`src/rtl/speed_ctrl_pkg.sv`:
```
// Shared types for the pushbutton speed controller: FSM states, key indices
// and the owner (key currently driving the pulse stream).
package speed_ctrl_pkg;

    typedef enum logic [2:0] {
        ST_IDLE         = 3'd0,
        ST_FIRE         = 3'd1,
        ST_HOLD_DELAY   = 3'd2,
        ST_HOLD_REPEAT  = 3'd3,
        ST_WAIT_RELEASE = 3'd4
    } state_t;

    typedef logic [1:0] owner_t;

    localparam owner_t KEY_UP   = 2'd0;
    localparam owner_t KEY_DOWN = 2'd1;
    localparam owner_t KEY_RST  = 2'd2;

    function automatic logic [2:0] owner_onehot(input owner_t o);
        owner_onehot = 3'b001 << o;
    endfunction

    // Restore-default wins, then faster, then slower.
    function automatic owner_t pick_owner(input logic [2:0] deb);
        if (deb[KEY_RST])
            pick_owner = KEY_RST;
        else if (deb[KEY_UP])
            pick_owner = KEY_UP;
        else
            pick_owner = KEY_DOWN;
    endfunction

endpackage

```
`src/rtl/key_debouncer.sv`:
```
// One pushbutton: 2-flop synchronizer, consecutive-cycle debounce counter,
// debounced level and a one-cycle rising-edge strobe.
module key_debouncer #(
    parameter int DEBOUNCE_CYCLES = 500000,
    parameter int CNT_W           = 32
) (
    input  logic clk,
    input  logic reset_n,
    input  logic i_key_n,
    output logic o_deb,
    output logic o_press
);

    localparam logic [CNT_W-1:0] L_TC = CNT_W'(DEBOUNCE_CYCLES - 1);

    logic             r_meta;
    logic             r_sync_n;
    logic             r_deb;
    logic             r_deb_q;
    logic [CNT_W-1:0] r_cnt;
    logic             w_sync;

    assign w_sync = ~r_sync_n;

    always_ff @(posedge clk or negedge reset_n) begin
        if (!reset_n) begin
            r_meta   <= 1'b1;
            r_sync_n <= 1'b1;
            r_deb    <= 1'b0;
            r_deb_q  <= 1'b0;
            r_cnt    <= '0;
        end else begin
            r_meta   <= i_key_n;
            r_sync_n <= r_meta;
            r_deb_q  <= r_deb;
            if (w_sync == r_deb) begin
                r_cnt <= '0;
            end else if (r_cnt == L_TC) begin
                // Nth consecutive differing cycle: accept the new level.
                r_deb <= w_sync;
                r_cnt <= '0;
            end else if (r_cnt != '1) begin
                r_cnt <= r_cnt + CNT_W'(1);
            end
        end
    end

    assign o_deb   = r_deb;
    assign o_press = r_deb & ~r_deb_q;

endmodule

```
`src/rtl/speed_key_controller.sv`:
```
// Pushbuttons to single-cycle speed commands: arbitration, one pulse per
// press, auto-repeat while a step key is held, restore-default preemption.
//
// state           | meaning
// ST_IDLE         | no key owns the output, waiting for a press
// ST_FIRE         | owner's output pulses this cycle
// ST_HOLD_DELAY   | step key held, waiting for first auto-repeat
// ST_HOLD_REPEAT  | step key held, repeating every REPEAT_PERIOD
// ST_WAIT_RELEASE | waiting for every key to be released
module speed_key_controller
    import speed_ctrl_pkg::*;
#(
    parameter int DEBOUNCE_CYCLES = 500000,
    parameter int REPEAT_DELAY    = 25000000,
    parameter int REPEAT_PERIOD   = 5000000,
    parameter int CNT_W           = 32
) (
    input  logic       clk,
    input  logic       reset_n,
    input  logic [2:0] key_n,
    output logic       speed_up,
    output logic       speed_down,
    output logic       speed_reset,
    output logic [2:0] state_dbg
);

    // Counter restarts on entering each hold state, so the terminal counts
    // absorb the FIRE cycle and the entry cycle.
    localparam logic [CNT_W-1:0] L_DELAY_TC  = CNT_W'(REPEAT_DELAY - 2);
    localparam logic [CNT_W-1:0] L_PERIOD_TC = CNT_W'(REPEAT_PERIOD - 1);

    logic [2:0]       w_deb;
    logic [2:0]       w_press;

    state_t           r_state;
    state_t           w_state_nxt;
    owner_t           r_owner;
    owner_t           w_owner_nxt;
    logic [CNT_W-1:0] r_rpt_cnt;
    logic [CNT_W-1:0] w_rpt_nxt;
    logic [CNT_W-1:0] w_rpt_inc;
    logic [2:0]       r_pulse;
    logic [2:0]       w_pulse;

    for (genvar g = 0; g < 3; g++) begin : g_key
        key_debouncer #(
            .DEBOUNCE_CYCLES (DEBOUNCE_CYCLES),
            .CNT_W           (CNT_W)
        ) u_key_debouncer (
            .clk     (clk),
            .reset_n (reset_n),
            .i_key_n (key_n[g]),
            .o_deb   (w_deb[g]),
            .o_press (w_press[g])
        );
    end

    assign w_rpt_inc = (r_rpt_cnt == '1) ? r_rpt_cnt : r_rpt_cnt + CNT_W'(1);

    always_comb begin
        w_state_nxt = r_state;
        w_owner_nxt = r_owner;
        w_rpt_nxt   = '0;
        w_pulse     = 3'b000;
        case (r_state)
            ST_IDLE: begin
                if (|w_press) begin
                    w_owner_nxt = pick_owner(w_deb);
                    w_pulse     = owner_onehot(w_owner_nxt);
                    w_state_nxt = ST_FIRE;
                end
            end
            ST_FIRE: begin
                w_state_nxt = (r_owner == KEY_RST) ? ST_WAIT_RELEASE : ST_HOLD_DELAY;
            end
            ST_HOLD_DELAY, ST_HOLD_REPEAT: begin
                if (!w_deb[r_owner]) begin
                    w_state_nxt = (w_deb == 3'b000) ? ST_IDLE : ST_WAIT_RELEASE;
                end else if (w_press[KEY_RST] && (r_owner != KEY_RST)) begin
                    w_owner_nxt = KEY_RST;
                    w_pulse     = owner_onehot(KEY_RST);
                    w_state_nxt = ST_FIRE;
                end else if (r_rpt_cnt == ((r_state == ST_HOLD_DELAY) ? L_DELAY_TC : L_PERIOD_TC)) begin
                    w_pulse     = owner_onehot(r_owner);
                    w_state_nxt = ST_HOLD_REPEAT;
                end else begin
                    w_rpt_nxt   = w_rpt_inc;
                end
            end
            ST_WAIT_RELEASE: begin
                if (w_deb == 3'b000)
                    w_state_nxt = ST_IDLE;
            end
            default: begin
                w_state_nxt = ST_IDLE;
            end
        endcase
    end

    always_ff @(posedge clk or negedge reset_n) begin
        if (!reset_n) begin
            r_state   <= ST_IDLE;
            r_owner   <= KEY_UP;
            r_rpt_cnt <= '0;
            r_pulse   <= 3'b000;
        end else begin
            r_state   <= w_state_nxt;
            r_owner   <= w_owner_nxt;
            r_rpt_cnt <= w_rpt_nxt;
            r_pulse   <= w_pulse;
        end
    end

    assign speed_up    = r_pulse[KEY_UP];
    assign speed_down  = r_pulse[KEY_DOWN];
    assign speed_reset = r_pulse[KEY_RST];
    assign state_dbg   = r_state;

endmodule

```
`config.mk`:
```
export PLATFORM = sky130hd
export DESIGN_NAME = speed_key_controller
export DESIGN_NICKNAME = d
export VERILOG_FILES = /design/src/rtl/speed_ctrl_pkg.sv /design/src/rtl/key_debouncer.sv /design/src/rtl/speed_key_controller.sv
export SDC_FILE = /design/constraint.sdc
export NUM_CORES = 1
export LEC_CHECK = 0
export BUFFER_PORTS_ARGS = -buffer_cell sky130_fd_sc_hd__buf_2
export CAP_MARGIN = 10
export CORE_MARGIN = 4
export CORE_UTILIZATION = 50
export DETAILED_ROUTE_END_ITERATION = 10
export PLACE_DENSITY = 0.66
export SLEW_MARGIN = 20
export SYNTH_ARGS = -nofsm -noshare
export SYNTH_HDL_FRONTEND = slang
export SYNTH_SLANG_ARGS = --single-unit
```
`constraint.sdc`:
```
create_clock -name clk -period 2.8 [get_ports clk]
set_input_delay 0 -clock clk [delete_from_list [all_inputs] [get_ports clk]]
set_output_delay 0 -clock clk [all_outputs]
set_load 0.1 [all_outputs]
```
==> results of run 1 <==
## critical path: cells and delay by family, from the launching register on
kind	cells	cell delay (ns)
fa+ha+maj	1	0.32
compound gates	1	0.36
flops	1	0.40
buf+inv	1	0.26
simple gates	3	1.08
## cell usage in the layout (no fill, tap or decap), types with 7 or more instances in the layout
cell type	n
xor2_1	14
clkbuf_16	17
a31oi_1	16
o31ai_1	21
a311oi_1	7
buf_2	9
or4_1	31
nor4_1	27
nand2_1	65
dfrtp_1	139
nand2b_1	7
buf_4	22
nand4_1	45
xnor2_1	51
nor3_1	24
o21ai_0	42
mux2i_1	7
nor2_1	81
and3_1	17
a2111oi_0	7
nand3_1	48
a21oi_1	52
inv_1	16
or3_1	31
and4_1	15
a211oi_1	9
## area by class of cell
class,count,area [um2]
sequential,148,3715
clock inverter,14,161.4
inverter,16,60.06
fill,1361,6755
tap,216,270.3
multi-input combinational,695,4315
timing repair buffer,40,341.6
clock buffer,18,439.2
## worst paths after layout
kind                       cells after the start                                              to  slack, ns
max in group asynchronous                      3       g_key[0].u_key_debouncer.r_meta$_DFF_PN1_       1.94
min in group clk                               2       g_key[1].u_key_debouncer.r_meta$_DFF_PN1_       0.21
min reg2reg                                    0     g_key[0].u_key_debouncer.r_sync_n$_DFF_PN1_       0.36
max reg2reg                                    6  g_key[2].u_key_debouncer.r_cnt[19]$_DFFE_PN0P_       0.27
min                                            2  g_key[1].u_key_debouncer.r_cnt[18]$_DFFE_PN0P_       0.07
max                                            6  g_key[2].u_key_debouncer.r_cnt[19]$_DFFE_PN0P_       0.27
## cells by family after synthesis
logic type,synth area share
DFF,0.4488
xor gates and xnor gates,0.06885
buffers and inverters,0.03102
adders and majority gates,0.006053
AOI/OAI and AO/OA,0.1430
and+or+nand+nor,0.2925
muxes,0.009835
## registers in the layout, summed over array words and instances (netlist names)
register and cells:
g_key.u_key_debouncer.r_sync_n 3, g_key.u_key_debouncer.r_cnt 96, state_dbg 3, r_pulse 3, r_owner 2, g_key.u_key_debouncer.o_deb 3
r_rpt_cnt 32, g_key.u_key_debouncer.r_deb_q 3, g_key.u_key_debouncer.r_meta 3
## per-layer routing
layer	share of wire	vias to the layer above	wire (um)	global-route usage
met4	0.010	0	198	0.05991
met3	0.040	18	758	0.04743
met5	0	-	0	0
met1	0.47	3554	8874	0.2924
li1	-	3443	-	-
met2	0.48	177	9225	0.3445
## synth_stat cells (9+ instances only)
master / n
dfrtp_1: 142
nor2_1: 81
nand2_1: 65
a21oi_1: 52
xnor2_1: 51
nand3_1: 48
nand4_1: 45
o21ai_0: 42
clkbuf_1: 32
or3_1: 31
or4_1: 31
nor4_1: 27
nor3_1: 25
o31ai_1: 21
and3_1: 17
a31oi_1: 16
inv_1: 16
and4_1: 15
xor2_1: 14
a211oi_1: 9
## where the power goes
group	switching, mW	internal (mW)	leakage [nW]
Clock	0.926	1.42	0.295
Combinational	0.0831	0.0368	1.13
Sequential	0.0151	2.16	2.04
Total	1.02	3.61	3.46
## metrics by stage
stage	power, mW	instances	hold WS, ns
2_1_floorplan	2.257	903	-0.2956
3_3_place_gp	2.326	1111	-0.03018
3_5_place_dp	2.331	1111	-0.02551
4_1_cts	4.694	1147	0.07662
5_1_grt	4.805	1147	0.1157
6_report	4.635	1147	0.07367
## timing repair
item	CTS	global route
hold buffers	4	0
buffers inserted	0	0
hold endpoints to repair	117	0
==> run_results.csv, run 1 <==
group,metric,value,unit
pwr,ir_worst_vdd,0.4380,mV
setup_path,worst_ep_arrival_time,2.85,ns
global_route,grt_start_max_net_pins,76,
synthesis,async_reset_ff_frac,1.000,
synthesis,synth_area_leaders,"dfrtp_1 (43%), xnor2_1 (5.4%), nor2_1 (3.7%), nand4_1 (3.4%), a21oi_1 (3.1%)",
clock_network,cts_tree,"built",
die,initial_core_util,0.5150,
placed_design,port_buffers,10,
timing,clock.fmax,394.5,MHz
placed_design,dp_worst_setup_slack,0.2803,ns
routing,vias,7192,
timing,rsz0062_at_grt,"no",
setup_path,cp_slowest_stage_delay,0.62,ns
clock_network,cts_root_buffer,"clkbuf_16",
setup_path,critical_path_required,3.11,ns
pwr,p_per_area,498.3,nW/um2
placed_design,dpl.hpwl,13040,um
cells_and_area,post-route-util,0.5793,
synthesis,yosysTopAreaCell,"dfrtp_1",
routing,wl,19060,um
routing,vias_per_cell,6.270,
timing,min_period,2.535,ns
placed_design,placed_area,8662,um2
clock_network,htreeDepth,4,
clock_network,ctsResizeCount,0,
clock_network,clock_latency,0.43,ns
die,die_area,18660,um2
die,num_rows,46,
synthesis,ys_ff_latch,148,
routing,initialDrtViolationCount,620,
flow_run,cap_violations,0,
timing,hold_viol,0,
die,io_pins,11,
synthesis,synth_top_area_frac,0.4297,
global_route,overflow,0,
timing,tns,0,ns
setup_path,worstSetupStartpointType,"flop",
cells_and_area,area_growth,12.50,%
cells_and_area,drive_gt1_frac,0.1074,
routing,drc,0,
timing,worstMarginPinSlew,0.7027,ns
setup_path,critPathCaptureType,"flop",
cells_and_area,diodes,0,
timing,slew_viol_final,0,
synthesis,syn-num-nets,912,
die,die_w,136.6,um
global_route,first_global_vias,6720,
clock_network,cts_max_path_buffers,2,
cells_and_area,design_area,9303,um2
clock_network,clock_sinks,148,
min_path,holdCritPathClass,"input port to asynchronous set/reset pin",
synthesis,synth_cell_types,67,
synthesis,ys.flop_type,"dfrtp_1",
timing,relSlewSlack,0.5272,
synthesis,avgSynthCellArea,9.157,um2
pwr,p_leak,3.462,nW
clock_network,numCtsBuffers,17,
timing,period_share,0.9052,
timing,setup_slack,0.2653,ns
clock_network,clkTransAtPathRegs,0.06,ns
timing,skew,0.008177,ns
routing,first_pass_iters,8,
routing,ant_nets,0,
placed_design,gp_congestion,0.9098,
synthesis,syn_area,8269,um2
die,core-area,16060,um2
setup_path,worstPathMaxFanout,13,
synthesis,synth_edf_count,0,
setup_path,cp-startpoint,"g_key[2].u_key_debouncer.r_cnt[0]$_DFFE_PN0P_",
global_route,antenna_found_initial,0,
die,die_h,136.6,um
timing,setup_viol,0,
synthesis,yosys_warnings,0,
global_route,grt_pass1_wl,32290,um
setup_path,rr_startpoint,"g_key[2].u_key_debouncer.r_cnt[0]$_DFFE_PN0P_",
global_route,grt_util_all_layers,0.2140,
setup_path,path_cells,"ha_1, or4b_2, nor4_1, a21o_1, buf_4, nor2_1",
cells_and_area,final_nets,927,
setup_path,crit_slowest_cell,"or4b_2",
outcome,outcome,"complete, no violations",
synthesis,postSynthCellCount,903,
synthesis,yosysSeqAreaShare,0.4488,
setup_path,path_class,"flop to flop",
routing,avgRoutedWirePerCell,16.61,um
Power figures use the tool's default switching activity.
==> run 2, diff against run 1 <==
--- a/config.mk
+++ b/config.mk
@@ -7,10 +7,11 @@
 export LEC_CHECK = 0
 export BUFFER_PORTS_ARGS = -buffer_cell sky130_fd_sc_hd__buf_2
 export CAP_MARGIN = 10
-export CORE_MARGIN = 4
 export CORE_UTILIZATION = 50
+export CTS_BUF_LIST = sky130_fd_sc_hd__clkbuf_8
 export DETAILED_ROUTE_END_ITERATION = 10
 export PLACE_DENSITY = 0.66
+export SETUP_SLACK_MARGIN = 0.4
 export SLEW_MARGIN = 20
 export SYNTH_ARGS = -nofsm -noshare
 export SYNTH_HDL_FRONTEND = slang
==> run_results.csv, run 2 (synthesized netlist as in run 1, its figures left out) <==
group,metric,value,unit
outcome,outcome,"complete, no violations",
setup_path,worstSetupStartpointType,"flop",
setup_path,worstPathMaxFanout,7,
routing,wl,20310,um
clock_network,clock_latency,0.48,ns
timing,relSlewSlack,0.4926,
die,num_rows,46,
timing,min_period,2.414,ns
routing,initialDrtViolationCount,716,
setup_path,critical_path_required,3.15,ns
clock_network,cts_tree,"built",
routing,first_pass_iters,5,
cells_and_area,post-route-util,0.5963,
routing,drc,0,
die,io_pins,11,
setup_path,critPathCaptureType,"flop",
placed_design,placed_area,8723,um2
placed_design,dp_worst_setup_slack,0.2665,ns
routing,vias_per_cell,6.280,
cells_and_area,drive_gt1_frac,0.1695,
timing,tns,0,ns
pwr,ir_worst_vdd,0.3914,mV
clock_network,clkTransAtPathRegs,0.08,ns
timing,hold_viol,0,
clock_network,htreeDepth,4,
timing,setup_slack,0.3861,ns
die,die_h,130.6,um
global_route,first_global_vias,7070,
timing,clock.fmax,414.3,MHz
global_route,grt_pass1_wl,33750,um
cells_and_area,largest_register,"g_key.u_key_debouncer.r_cnt",
placed_design,dpl.hpwl,13260,um
cells_and_area,design_area,9540,um2
die,die_area,17060,um2
global_route,grt_start_max_net_pins,83,
global_route,grt_util_all_layers,0.2513,
clock_network,cts_max_path_buffers,2,
routing,vias,7323,
clock_network,cts_root_buffer,"clkbuf_8",
placed_design,gp_congestion,0.9214,
die,die_w,130.6,um
setup_path,worst_ep_arrival_time,2.76,ns
clock_network,numCtsBuffers,17,
cells_and_area,area_growth,15.37,%
routing,ant_nets,0,
setup_path,r2r_cells,7,
timing,worstMarginPinSlew,0.7584,ns
cells_and_area,final_cell_mix,"dfrtp_1 (133), nor2_1 (77), nand2_1 (65)",
cells_and_area,largest_register_ffs,96,
cells_and_area,diodes,0,
global_route,antenna_found_initial,0,
timing,period_share,0.8621,
setup_path,path_class,"flop to flop",
routing,avgRoutedWirePerCell,17.42,um
die,initial_core_util,0.5168,
pwr,p_per_area,431.7,nW/um2
timing,slew_viol_final,0,
cells_and_area,final_nets,947,
pwr,p_leak,3.528,nW
cells_and_area,reg.largest.list,"g_key.u_key_debouncer.r_cnt: 96 flops, r_rpt_cnt: 32 flops",
min_path,holdCritPathClass,"input port to asynchronous set/reset pin",
timing,rsz0062_at_grt,"yes",
cells_and_area,final_common_cell,"dfrtp_1",
clock_network,clock_sinks,148,
flow_run,cap_violations,0,
timing,setup_viol,0,
die,core-area,16000,um2
global_route,overflow,0,
timing,skew,0.01282,ns
placed_design,port_buffers,10,
## run 2: layout make-up
cell class,count,area (um2)
Timing Repair Buffer,59,554.3
Fill cell,1397,6460
Multi-Input combinational cell,696,4502
Inverter,16,60.06
Sequential cell,148,3730
Clock buffer,19,261.5
Clock inverter,12,162.7
Tap cell,216,270.3
## run 2: final timing paths
kind,startpoint,end,slack (ns)
max in group asynchronous,reset_n,g_key[1].u_key_debouncer.r_sync_n$_DFF_PN1_,1.81
worst min-delay path,reset_n,g_key[1].u_key_debouncer.r_cnt[25]$_DFFE_PN0P_,0.10
worst max register to register,r_rpt_cnt[0]$_DFFE_PN0P_,r_rpt_cnt[10]$_DFFE_PN0P_,0.39
worst max-delay path,r_rpt_cnt[0]$_DFFE_PN0P_,r_rpt_cnt[10]$_DFFE_PN0P_,0.39
min in group clk,key_n[1],g_key[1].u_key_debouncer.r_meta$_DFF_PN1_,0.16
worst min register to register,g_key[1].u_key_debouncer.r_meta$_DFF_PN1_,g_key[1].u_key_debouncer.r_sync_n$_DFF_PN1_,0.36
## run 2: power breakdown
part	switching (mW)	total (mW)	internal, mW
Sequential	0.0161	2.17	2.15
Clock	0.825	1.82	0.999
Combinational	0.0839	0.125	0.0410
Total	0.925	4.12	3.19
## run 2: worst max-delay path, stage by stage (launching register included)
cell	delay [ns]
dfrtp_1	0.41
or3b_2	0.45
or4_1	0.53
a2111o_1	0.45
nand2b_4	0.13
buf_12	0.13
buf_12	0.13
a311oi_1	0.04
## run 2: repair_timing
item,CTS,global route
gates resized for setup,11,18
gates cloned,1,2
pin swaps,1,5
hold buffers,4,0
endpoints found under the hold margin,79,0
setup buffers,12,7
endpoints found under the setup margin,48,80
## run 2: per-stage QoR
stage / power, mW / std cells / hold slack [ns]
final: 4.119 / 1166 / 0.1008
after global routing: 4.263 / 1166 / 0.1649
after CTS: 4.155 / 1157 / 0.1490
after detailed placement: 2.332 / 1109 / 0.1014
after global placement: 2.326 / 1109 / 0.09237
after floorplan: 2.257 / 903 / -0.2956
## run 2: layer usage
metal	vias to the layer above	GRT usage	routed length, um
li1	3478	-	-
met1	3575	0.3265	9066
met2	225	0.4174	9804
met3	45	0.04805	1016
met4	0	0.09331	419
met5	-	0	0
==> run 3, diff against run 2 <==
--- a/config.mk
+++ b/config.mk
@@ -10,7 +10,7 @@
 export CORE_UTILIZATION = 50
 export CTS_BUF_LIST = sky130_fd_sc_hd__clkbuf_8
 export DETAILED_ROUTE_END_ITERATION = 10
-export PLACE_DENSITY = 0.66
+export PLACE_DENSITY = 0.69
 export SETUP_SLACK_MARGIN = 0.4
 export SLEW_MARGIN = 20
 export SYNTH_ARGS = -nofsm -noshare
==> run_results.csv, run 3 (synthesized netlist as in run 1, its figures left out) <==
group,metric,value,unit
clock_network,cts_root_buffer,"clkbuf_8",
placed_design,dp_worst_setup_slack,0.3524,ns
timing,clock.fmax,419.6,MHz
routing,first_pass_iters,5,
cells_and_area,nFillCells,1446,
die,core-area,16000,um2
clock_network,cts_max_path_buffers,2,
clock_network,clock_sinks,148,
cells_and_area,drive_gt1_frac,0.1430,
routing,vias_per_cell,6.147,
placed_design,dpl.hpwl,12230,um
setup_path,reg2reg_to,"r_pulse[1]$_DFF_PN0_",
routing,wl,18510,um
die,die_area,17060,um2
timing,setup_viol,0,
routing,avgRoutedWirePerCell,16.06,um
placed_design,dp_cells,1110,
die,die_h,130.6,um
global_route,overflow,0,
timing,whs,0.1440,ns
timing,period_share,0.8511,
cells_and_area,stdcell_count,1153,
die,num_rows,46,
die,die_w,130.6,um
cells_and_area,final_cell_mix,"dfrtp_1 (135), nor2_1 (81), nand2_1 (65)",
cells_and_area,regArea,3727,um2
setup_path,r2r_cells,5,
min_path,holdCritPathClass,"input port to asynchronous set/reset pin",
cells_and_area,largest_register_ffs,96,
setup_path,rrSetupSlack,0.42,ns
pwr,ir_worst_vdd,0.3017,mV
cells_and_area,largest_register,"g_key.u_key_debouncer.r_cnt",
pwr,finalPower,3.901,mW
global_route,first_global_vias,6443,
timing,setup_slack,0.4170,ns
cells_and_area,area_growth,12.44,%
cells_and_area,reg.largest.list,"g_key.u_key_debouncer.r_cnt: 96 flops, r_rpt_cnt: 32 flops",
global_route,grt_use_met3,0.04927,
global_route,grt_pass1_wl,31620,um
cells_and_area,design_area,9298,um2
cells_and_area,multiInputGateArea,4451,um2
setup_path,rr_startpoint,"state_dbg[0]$_DFFE_PN0P_",
cells_and_area,final_common_cell,"dfrtp_1",
timing,hold_viol,0,
timing,worstMarginPinSlew,0.8013,ns
timing,relSlewSlack,0.4658,
routing,vias,7087,
global_route,grt.busiest_layer,"met2",
global_route,use_met2,0.3638,
setup_path,critical_path_required,3.18,ns
clock_network,numCtsBuffers,17,
routing,initialDrtViolationCount,573,
clock_network,clkTransAtPathRegs,0.08,ns
timing,rsz0062_at_grt,"yes",
routing,ant_nets,0,
placed_design,port_buffers,10,
timing,min_period,2.383,ns
cells_and_area,post-route-util,0.5811,
setup_path,worstPathMaxFanout,3,
flow_run,cap_violations,0,
timing,skew,0.009625,ns
global_route,grt_start_max_net_pins,85,
setup_path,path_class,"flop to flop",
clock_network,clock_latency,0.46,ns
placed_design,placed_area,8746,um2
die,initial_core_util,0.5168,
global_route,gr-usage-met1,0.3311,
setup_path,worst_ep_arrival_time,2.77,ns
setup_path,crit_slowest_cell,"or4_4",
setup_path,cp_slowest_stage_delay,0.53,ns
global_route,antenna_found_initial,0,
clock_network,htreeDepth,4,
setup_path,path_cells,"or3b_4, or4_4, a2111o_1, or3_4, o21bai_1",
setup_path,worstSetupStartpointType,"flop",
placed_design,gp_congestion,0.8616,
die,io_pins,11,
timing,slew_viol_final,0,
pwr,p_leak,3.446,nW
clock_network,cts_tree,"built",
cells_and_area,final_nets,933,
routing,drc,0,
pwr,p_per_area,419.5,nW/um2
outcome,outcome,"complete, no violations",
cells_and_area,diodes,0,
setup_path,critPathCaptureType,"flop",
timing,tns,0,ns
global_route,grt_util_all_layers,0.2352,
[run 3: cell count changes in the layout (fill, tap and decap cells not counted), sizes merged]
cell and change:
clkinvlp -2, inv +2, clkbuf +6, bufinv -4, and4bb -1, buf -12
clkinv -2
[run 3: worst max path at each step]
stage | start | end | cells after the start | slack (ns)
5_1_grt | state_dbg[0]$_DFFE_PN0P_ | r_pulse[0]$_DFF_PN0_ | 5 | 0.36
3_5_place_dp | state_dbg[0]$_DFFE_PN0P_ | r_rpt_cnt[4]$_DFFE_PN0P_ | 6 | 0.35
3_3_place_gp | state_dbg[2]$_DFFE_PN0P_ | r_rpt_cnt[5]$_DFFE_PN0P_ | 6 | 0.38
4_1_cts | r_rpt_cnt[0]$_DFFE_PN0P_ | r_pulse[0]$_DFF_PN0_ | 5 | 0.39
6_report | state_dbg[0]$_DFFE_PN0P_ | r_pulse[1]$_DFF_PN0_ | 5 | 0.42
2_1_floorplan | state_dbg[0]$_DFFE_PN0P_ | r_pulse[0]$_DFF_PN0_ | 5 | 0.33
[run 3: worst max-delay path, delay by kind of cell (launching register included)]
| family | cells | cell delay (ns) |
|---|---|---|
| AND/OR/NAND/NOR | 3 | 1.28 |
| AO/OA/AOI/OAI | 2 | 0.56 |
| flip-flops | 1 | 0.47 |
[run 3: area by class of cell]
| class | instances | share of cell area |
|---|---|---|
| clock buffers | 26 | 0.03849 |
| clock inverters | 6 | 0.002691 |
| inverters | 16 | 0.006459 |
| multi-input cells | 695 | 0.4787 |
| flip-flops and latches | 148 | 0.4009 |
| well taps | 216 | 0.02907 |
| repair buffers | 46 | 0.04374 |
[run 3: power breakdown]
group / internal [mW] / switching [mW] / total, mW
registers: 2.15 / 0.0150 / 2.17
clock network: 0.813 / 0.798 / 1.61
logic: 0.0381 / 0.0828 / 0.121
[run 3: timing repair]
item                                   in CTS  in global routing
endpoints found under the hold margin      85                  0
setup buffers                               2                  5
pin swaps                                   0                  1
hold buffers                                4                  0
setup endpoints to repair                  22                 85
gates resized for setup                     1                 20
[run 3: per-layer routing]
metal / part of all wire / wire length, um
met3: 0.041 / 754
met1: 0.49 / 9106
met4: 0.014 / 254
met2: 0.45 / 8397
met5: 0 / 0
